===== config.mk =====
export PLATFORM = sky130hd
export DESIGN_NAME = serial_addsub_engine
export DESIGN_NICKNAME = d
export VERILOG_FILES = /design/src/rtl/serial_addsub_engine_pkg.sv /design/src/rtl/serial_addsub_slice.sv /design/src/rtl/serial_addsub_engine.sv
export SDC_FILE = /design/constraint.sdc
export NUM_CORES = 1
export LEC_CHECK = 0
export CAP_MARGIN = 20
export CORE_UTILIZATION = 45
export DETAILED_ROUTE_END_ITERATION = 8
export PLACE_DENSITY = 0.72
export SLEW_MARGIN = 10
export SYNTH_ARGS = -nofsm -noshare
export SYNTH_HDL_FRONTEND = slang
export SYNTH_HIERARCHICAL = 1
export SYNTH_SLANG_ARGS = --single-unit
export TNS_END_PERCENT = 1

===== constraint.sdc =====
create_clock -name clk -period 1.7 [get_ports clk]
set_clock_uncertainty 0.1 [all_clocks]
set_input_delay 0.51 -clock clk [delete_from_list [all_inputs] [get_ports clk]]
set_output_delay 0.51 -clock clk [all_outputs]
set_load 0.03 [all_outputs]

===== src/rtl/serial_addsub_engine_pkg.sv =====
`default_nettype none
// ============================================================================
//  Module      : serial_addsub_engine_pkg
//  Description : Shared state encodings and mode constants for the serial
//                add/subtract engine.
//  Revision    : 1.0 - initial release
// ============================================================================
package serial_addsub_engine_pkg;

    // Engine control states, 2-bit encoding
    typedef enum logic [1:0] {
        ST_IDLE = 2'd0,
        ST_RUN  = 2'd1,
        ST_DONE = 2'd2
    } state_t;

    // Operation select values for the mode input
    localparam logic MODE_ADD = 1'b0;
    localparam logic MODE_SUB = 1'b1;

endpackage : serial_addsub_engine_pkg
`default_nettype wire


===== src/rtl/serial_addsub_slice.sv =====
`default_nettype none
// ============================================================================
//  Module      : serial_addsub_slice
//  Description : Combinational BPC-bit ripple-carry adder slice. Also reports
//                the carry into its top bit so the engine can derive signed
//                overflow on the final slice.
//  Revision    : 1.0 - initial release
// ============================================================================
module serial_addsub_slice #(
    parameter int BPC = 1
) (
    input  logic [BPC-1:0] a,
    input  logic [BPC-1:0] b,
    input  logic           cin,
    output logic [BPC-1:0] sum,
    output logic           cout,
    output logic           c_msb
);

    logic w_c;

    // Ripple the carry through each bit, remembering the carry into the top bit
    always_comb begin
        w_c   = cin;
        sum   = '0;
        c_msb = cin;
        for (int i = 0; i < BPC; i++) begin
            if (i == BPC - 1) begin
                c_msb = w_c;
            end
            sum[i] = a[i] ^ b[i] ^ w_c;
            w_c    = (a[i] & b[i]) | (w_c & (a[i] ^ b[i]));
        end
        cout = w_c;
    end

endmodule : serial_addsub_slice
`default_nettype wire


===== src/rtl/serial_addsub_engine.sv =====
`default_nettype none
// ============================================================================
//  Module      : serial_addsub_engine
//  Description : Serial WIDTH-bit adder/subtractor processing BPC bits per
//                enabled cycle, LSB first, with start/busy/done handshake,
//                carry/borrow and signed-overflow flags.
//  Revision    : 1.0 - initial release
// ============================================================================
module serial_addsub_engine
    import serial_addsub_engine_pkg::*;
#(
    parameter int WIDTH = 8,
    parameter int BPC   = 1
) (
    input  logic             clk,
    input  logic             rst,
    input  logic             pload,
    input  logic             enable,
    input  logic             mode,
    input  logic [WIDTH-1:0] adata,
    input  logic [WIDTH-1:0] bdata,
    output logic [WIDTH-1:0] pout,
    output logic             cout,
    output logic             ovf,
    output logic             busy,
    output logic             done
);

    localparam int NSTEP = WIDTH / BPC;
    localparam int CW    = $clog2(NSTEP + 1);

    if ((WIDTH < 2) || ((WIDTH % BPC) != 0) || (BPC < 1)) begin : g_param_check
        $error("serial_addsub_engine: WIDTH must be >= 2 and a multiple of BPC");
    end

    state_t           r_state;
    state_t           w_state_next;
    logic [WIDTH-1:0] r_a_sh;
    logic [WIDTH-1:0] r_b_sh;
    logic [WIDTH-1:0] r_res;
    logic [WIDTH-1:0] r_pout;
    logic [CW-1:0]    r_cnt;
    logic             r_carry;
    logic             r_cout;
    logic             r_ovf;
    logic             r_done;

    logic             w_load;
    logic             w_step;
    logic             w_last;
    logic [BPC-1:0]   w_sum;
    logic             w_slice_cout;
    logic             w_slice_cmsb;
    logic [WIDTH+BPC-1:0] w_cat;
    logic [WIDTH-1:0] w_res_next;

    // A new operation is only accepted when no computation is in flight
    assign w_load = pload && (r_state != ST_RUN);
    assign w_step = (r_state == ST_RUN) && enable;
    assign w_last = w_step && (r_cnt == CW'(NSTEP - 1));

    // New slice sum enters the result from the MSB side
    assign w_cat      = {w_sum, r_res};
    assign w_res_next = w_cat[WIDTH+BPC-1:BPC];

    serial_addsub_slice #(
        .BPC (BPC)
    ) u_slice (
        .a     (r_a_sh[BPC-1:0]),
        .b     (r_b_sh[BPC-1:0]),
        .cin   (r_carry),
        .sum   (w_sum),
        .cout  (w_slice_cout),
        .c_msb (w_slice_cmsb)
    );

    // State register
    always_ff @(posedge clk) begin
        if (!rst) begin
            r_state <= ST_IDLE;
        end else begin
            r_state <= w_state_next;
        end
    end

    // Next-state logic
    always_comb begin
        w_state_next = r_state;
        case (r_state)
            ST_IDLE: if (pload)  w_state_next = ST_RUN;
            ST_RUN:  if (w_last) w_state_next = ST_DONE;
            ST_DONE: if (pload)  w_state_next = ST_RUN;
            default:             w_state_next = ST_IDLE;
        endcase
    end

    // Operand shift registers, carry, step counter and result capture
    always_ff @(posedge clk) begin
        if (!rst) begin
            r_a_sh  <= '0;
            r_b_sh  <= '0;
            r_res   <= '0;
            r_pout  <= '0;
            r_cnt   <= '0;
            r_carry <= 1'b0;
            r_cout  <= 1'b0;
            r_ovf   <= 1'b0;
            r_done  <= 1'b0;
        end else begin
            r_done <= 1'b0;
            if (w_load) begin
                // Subtraction is A + ~B + 1: invert B and seed the carry with 1
                r_a_sh  <= adata;
                r_b_sh  <= (mode == MODE_SUB) ? ~bdata : bdata;
                r_carry <= mode;
                r_cnt   <= '0;
                r_res   <= '0;
                r_pout  <= '0;
                r_cout  <= 1'b0;
                r_ovf   <= 1'b0;
            end else if (w_step) begin
                r_a_sh  <= r_a_sh >> BPC;
                r_b_sh  <= r_b_sh >> BPC;
                r_carry <= w_slice_cout;
                r_res   <= w_res_next;
                r_cnt   <= r_cnt + CW'(1);
                if (w_last) begin
                    r_pout <= w_res_next;
                    r_cout <= w_slice_cout;
                    r_ovf  <= w_slice_cmsb ^ w_slice_cout;
                    r_done <= 1'b1;
                end
            end
        end
    end

    assign pout = r_pout;
    assign cout = r_cout;
    assign ovf  = r_ovf;
    assign done = r_done;
    assign busy = (r_state == ST_RUN);

endmodule : serial_addsub_engine
`default_nettype wire


Yosys cells after proc, flatten, opt, wreduce, memory -nomap -nowiden
Index checks and enable logic that the tools add are counted.
{"block": "op_classes", "n_addsub": 1, "multipliers": 0, "div": 0, "n_lt_le_gt_ge": 0, "n_eq_ne": 6, "n_shift": 0, "muxes": 11, "bitwise_logic": 9, "reduce_logical": 10}
{"op": "2-to-1 mux 8 bit", "count": 5}
{"op": "NOT 8 bit", "count": 1}
{"op": "inequality test 2 x 1 -> 1 bit, second input constant", "count": 3}
{"op": "adder 4 x 1 -> 4 bit, second input constant", "count": 1}
{"op": "equality test 4 x 3 -> 1 bit, second input constant", "count": 1}
{"op": "2-to-1 mux 2 bit", "count": 2}
{"op": "one-hot mux 2 bit (2 select lines)", "count": 1}
{"op": "AND reduction 2 bit", "count": 2}
{"op": "OR reduction 2 bit", "count": 2}
{"op": "logical AND 1 bit", "count": 3}
{"op": "2-to-1 mux 1 bit", "count": 3}
{"op": "OR reduction 3 bit", "count": 1}
{"op": "bitwise XOR 1 bit", "count": 3}
{"op": "bitwise AND 1 bit", "count": 2}
{"op": "equality test 2 x 1 -> 1 bit, second input constant", "count": 1}
{"op": "equality test 2 bit, second input constant", "count": 1}
{"op": "zero test 2 bit", "count": 1}
{"op": "NOT 1 bit", "count": 2}
{"op": "nonzero test 2 bit", "count": 1}
{"op": "bitwise OR 1 bit", "count": 1}
{"block": "word_totals", "reg_bits": 42, "latchBits": 0, "mem_bits_rw": 0, "rom_bits": 0, "input_bits": 21, "out_inout_bits": 12, "wordCells": 47, "n_memories": 0}

Logic depth before layout (Yosys ltp)
{"block": "depth", "depth_word": 5, "mapped_depth": 6, "ltp_nobuf": 4}

By module
The synthesis kept the hierarchy.
{"module": "serial_addsub_engine", "n_inst": 1, "cells_per_inst": 214, "area_per_inst_um2": 1879.3, "seq_area_each_um2": 820.8}
{"module": "serial_addsub_slice", "n_inst": 1, "cells_per_inst": 2, "area_per_inst_um2": 27.5, "seq_area_each_um2": 0.0}

Worst setup path before layout
No wires, ideal clock.
{"block": "synth_timing", "path_type": "register to output", "from": "register r_state[0]", "to": "output port busy", "t_arrival_ns": 0.856, "required_time_ns": 1.090, "path_slack_ns": 0.234, "stages_incl_launch_ff": 5, "path_buffers": 2, "cell_sequence": "dfxtp_1 > nand2b_1 > buf_6 > inv_8 > buf_4"}
{"block": "synth_between", "elab_chain_len": 1}
{"element": "start, declared", "line_no": "serial_addsub_engine.sv:36", "source": "state_t r_state;"}
{"element": "start signal, assigned", "line_no": "serial_addsub_engine.sv:82", "source": "r_state <= w_state_next;"}
{"element": "equality test 2 x 1 -> 1 bit", "line_no": "serial_addsub_engine.sv:141", "source": "assign busy = (r_state == ST_RUN);"}
{"element": "end, declared", "line_no": "serial_addsub_engine.sv:25", "source": "output logic busy,"}
No other way between the ends.

Final worst setup path
{"block": "layout_timing", "from": "register r_state[1]", "to": "output port busy"}
Same word-level chain as after synthesis.

==> summary.txt <==
Global route
  – Grt total ovfl: 0
  – All-layer global routing usage: approximately 20%
  – Largest net degree at the start of global routing: 22
  – First-pass GRT wire length: 6780 µm
  – Initial antenna violation count: 0
  – Number of global-route vias before repair: ~1,500

Timing
  – Worst Tran Pin Value: 0.371 ns
  – Hold WS: 0.370 ns
  – Final setup viols: 0
  – Period utilization: 95.9%
  – RSZ-0062 raised after global routing: no
  – Fin crit period: between 1.5 and 2 ns
  – Hold Fails Final Rpt: 0
  – Final Slew Violations: 0
  – Worst slew margin relative to its limit: between 70% and 80%
  – Setup TNS: 0 ns
  – Fmax: between 600 and 700 MHz
  – Worst Setup Slack, final: 0.0703 ns

Synth
  – Syn_area_per_cell: 8.83 µm²
  – Synthesized flop and latch total: between 40 and 50
  – Cells after synthesis: 216
  – Post-Syn Area: between 0.0015 and 0.002 mm²
  – YS warnings: 6
  – Syn_nets: 239
  – Post-synthesis cell type count: 39
  – Sequential fraction of the synthesis area: 43.0%

Clock network
  – Clock root cell: clkbuf_8
  – H-tree levels: 2
  – Clk pin slew, worst setup/hold paths: 0.07 ns
  – CTS sink count: 41
  – Skew-Pair Late Insertion Delay: approximately 0.28 ns
  – Number of buffers created by CTS: 5
  – CTS tree: done
  – Max clock buf depth: 2

Placement
  – DP HPWL: between 2000 and 3000 µm
  – Port Buffers: 32
  – Pre-CTS WS: -0.359 ns
  – Post-Place Cell Area: 0.00235 mm²
  – Routability congestion estimate: around 0.79

Layout
  – Multi-input gate area: 941 µm²
  – Fill count: 370
  – ANT cells: 0
  – FF+latch area: just over 800 µm²
  – P&R area growth vs syn: 28.9%
  – Layout cells sized above 1: 16.3%
  – Final #Nets: 280
  – Post-route cell area: ~0.0025 mm²

Drt
  – Final wirelength: a little over 4000 µm
  – Routed len/inst: 13.2 µm
  – DR vias/cell: 5.40
  – Final ANT Viol Nets: 0
  – Via count: about 1,700
  – Residual DRC: 0
  – First-pass DRT Iterations: 5
  – Initial DRC Count: 74

Min path
  – Hold WC Path Type: flop to flop
  – Worst hold path endpoint: pout[0]
  – Hold depth: 2
  – HP Start: r_res[1]

Flow run
  – Max Cap Viol: 0

Power
  – Clk network pwr share: 35.1%
  – Pleak: roughly 0.9 nW
  – Psw: 0.502 mW
  – Reg power frac: between 40% and 50%
  – Peak supply drop: 492 µV
  – Cell area power density: 855 mW/mm²
  – Total power: 2.10 mW
  – Switching share of power: 23.9%
  – Combinational power share: ~16%
  – Internal power: between 1.5 and 2 mW

Die
  – Die Wd: 67.1 µm
  – Initial Util: 47.3%
  – Die area: 0.00450 mm²
  – Core ar.: 0.00403 mm²
  – I/O pin count: 33
  – Height of the die: about 67 µm
  – Row count: 23

Setup path
  – Data required, critical path: around 1.1 ns
  – Crit path arrival time: 1.02 ns
  – Worst Reg-to-Reg Cells: 5
  – Critical path launch point type: flop
  – Setup slack, reg-to-reg: 0.28 ns
  – FF-to-FF Start: r_cnt[0]
  – Setup crit end kind: primary output
  – Critical path peak fanout: 11
  – Critical R2R Capture: cout
  – Crit path kind: flop to primary output

Status
  – Status: finished, final reports clean
==> metal layers <==
layer / vias up / wire, µm / GRT usage, %
met1: 773 / 2010 / 27.7
met2: 34 / 1880 / 31.3
met4: 0 / 23 / 4.79
li1: 849 / - / -
met3: 2 / 121 / 5.14
met5: - / 0 / 0
==> cell families after synthesis <==
kind of cell	after synthesis	synth area share, %
buffers and inverters	23	8.00
adder cells (fa/ha/maj)	2	1.71
AO/OA/AOI/OAI	59	18.8
multiplexers	8	4.66
XOR/XNOR	11	5.05
AND/OR/NAND/NOR	72	18.8
flip-flops	41	43.0
==> placed cells by master, fill, tap and decap left out, drive strengths merged, types with 2 or more instances in the layout <==
cell type and n:
xor2 2, xnor2 9, inv 4, a211oi 11, a311oi 7, o21ai 19
nor2 4, dfxtp 41, clkdlybuf4s50 19, nand2 31, nand3 11, mux2 7
clkbuf 5, buf 22, nor3 15, a21oi 18, nand4b 2, dlygate4sd2 12
==> worst max-delay path, stage by stage, from the launching register on <==
cell      delay (ns)
dfxtp_2         0.34
nand2b_4        0.17
inv_8           0.09
buf_6           0.13
==> stage by stage <==
stage | utilization (%) | std cells
after floorplan | - | 216
after CTS | 60.9 | 307
after global placement | 58.4 | 300
final | 61.0 | 307
after global routing | 61.0 | 307
after detailed placement | 58.4 | 300
==> power groups by stage <==
stage	combinational (mW)	clock, mW	sequential [mW]
floorplan	0.213	0	1.05
finish	0.328	0.738	1.03
global route	0.360	0.797	1.04
CTS	0.327	0.759	1.03
detailed placement	0.325	0	1.05
global placement	0.321	0	1.05
==> layout make-up <==
type | count | share of cell area, %
flip-flops and latches | 41 | 33.5
repair buffers | 53 | 20.6
multi-input cells | 152 | 38.3
clock buffers | 5 | 2.80
well taps | 50 | 2.55
clock inverters | 2 | 1.43
inverters | 4 | 0.916
==> worst max-delay path by stage <==
| stage | cells after the start | startpoint | slack, ns | endpoint |
|---|---|---|---|---|
| 4_1_cts | 3 | r_state[1] | 0.02 | busy |
| 6_report | 3 | r_state[1] | 0.07 | busy |
| 5_1_grt | 1 | pout[7] | 0.02 | pout[7] |
| 3_5_place_dp | 5 | enable | -0.36 | r_b_sh[6] |
| 3_3_place_gp | 5 | enable | -0.30 | r_b_sh[3] |
| 2_1_floorplan | 4 | r_state[0] | 0.23 | busy |
==> timing repair <==
item                                    CTS  global route
cloned                                    0             0
setup buffers                             0             0
endpoints found under the setup margin   19             1
hold buffers                              0             0
resized for setup                        15             2
==> synth_stat cells <==
cell / n / share of area (%)
o21ai_1: 1 / 0.26
inv_8: 1 / 0.59
clkbuf_2: 1 / 0.26
o21ai_0: 18 / 4.7
xor2_1: 2 / 0.92
nand3b_2: 1 / 0.59
ha_1: 1 / 0.66
buf_6: 2 / 1.2
nand4_1: 1 / 0.33
nor2_1: 4 / 0.79
o21a_1: 1 / 0.39
and2_1: 1 / 0.33
a211oi_1: 11 / 4.3
o31ai_1: 1 / 0.39
inv_1: 3 / 0.59
nand3_1: 11 / 2.9
a21oi_1: 18 / 4.7
nor3_1: 13 / 3.4
clkbuf_1: 4 / 0.79
nand2b_1: 1 / 0.33
buf_12: 1 / 1.0
nor3b_1: 1 / 0.39
xnor2_1: 9 / 4.1
dfxtp_1: 41 / 43
and3b_1: 1 / 0.46
buf_2: 6 / 1.6
o22ai_1: 1 / 0.33
a311oi_1: 7 / 3.2
a22oi_1: 1 / 0.39
nand2_1: 31 / 6.1
nor2b_1: 1 / 0.33
and4b_1: 1 / 0.52
buf_4: 5 / 2.0
or3_1: 1 / 0.33
nor3_2: 2 / 1.0
mux2i_1: 1 / 0.52
mux2_2: 7 / 4.1
fa_1: 1 / 1.0
nand4b_1: 2 / 0.92
==> state kept, by name, summed over array words and instances, names as in the netlist <==
| signal | count |
|---|---|
| pout | 8 |
| r_a_sh | 8 |
| r_b_sh | 8 |
| r_res | 7 |
| r_cnt | 4 |
| r_state | 2 |
| cout | 1 |
| done | 1 |
| ovf | 1 |
| r_carry | 1 |
Note: power is estimated with default switching activity, not from simulation.
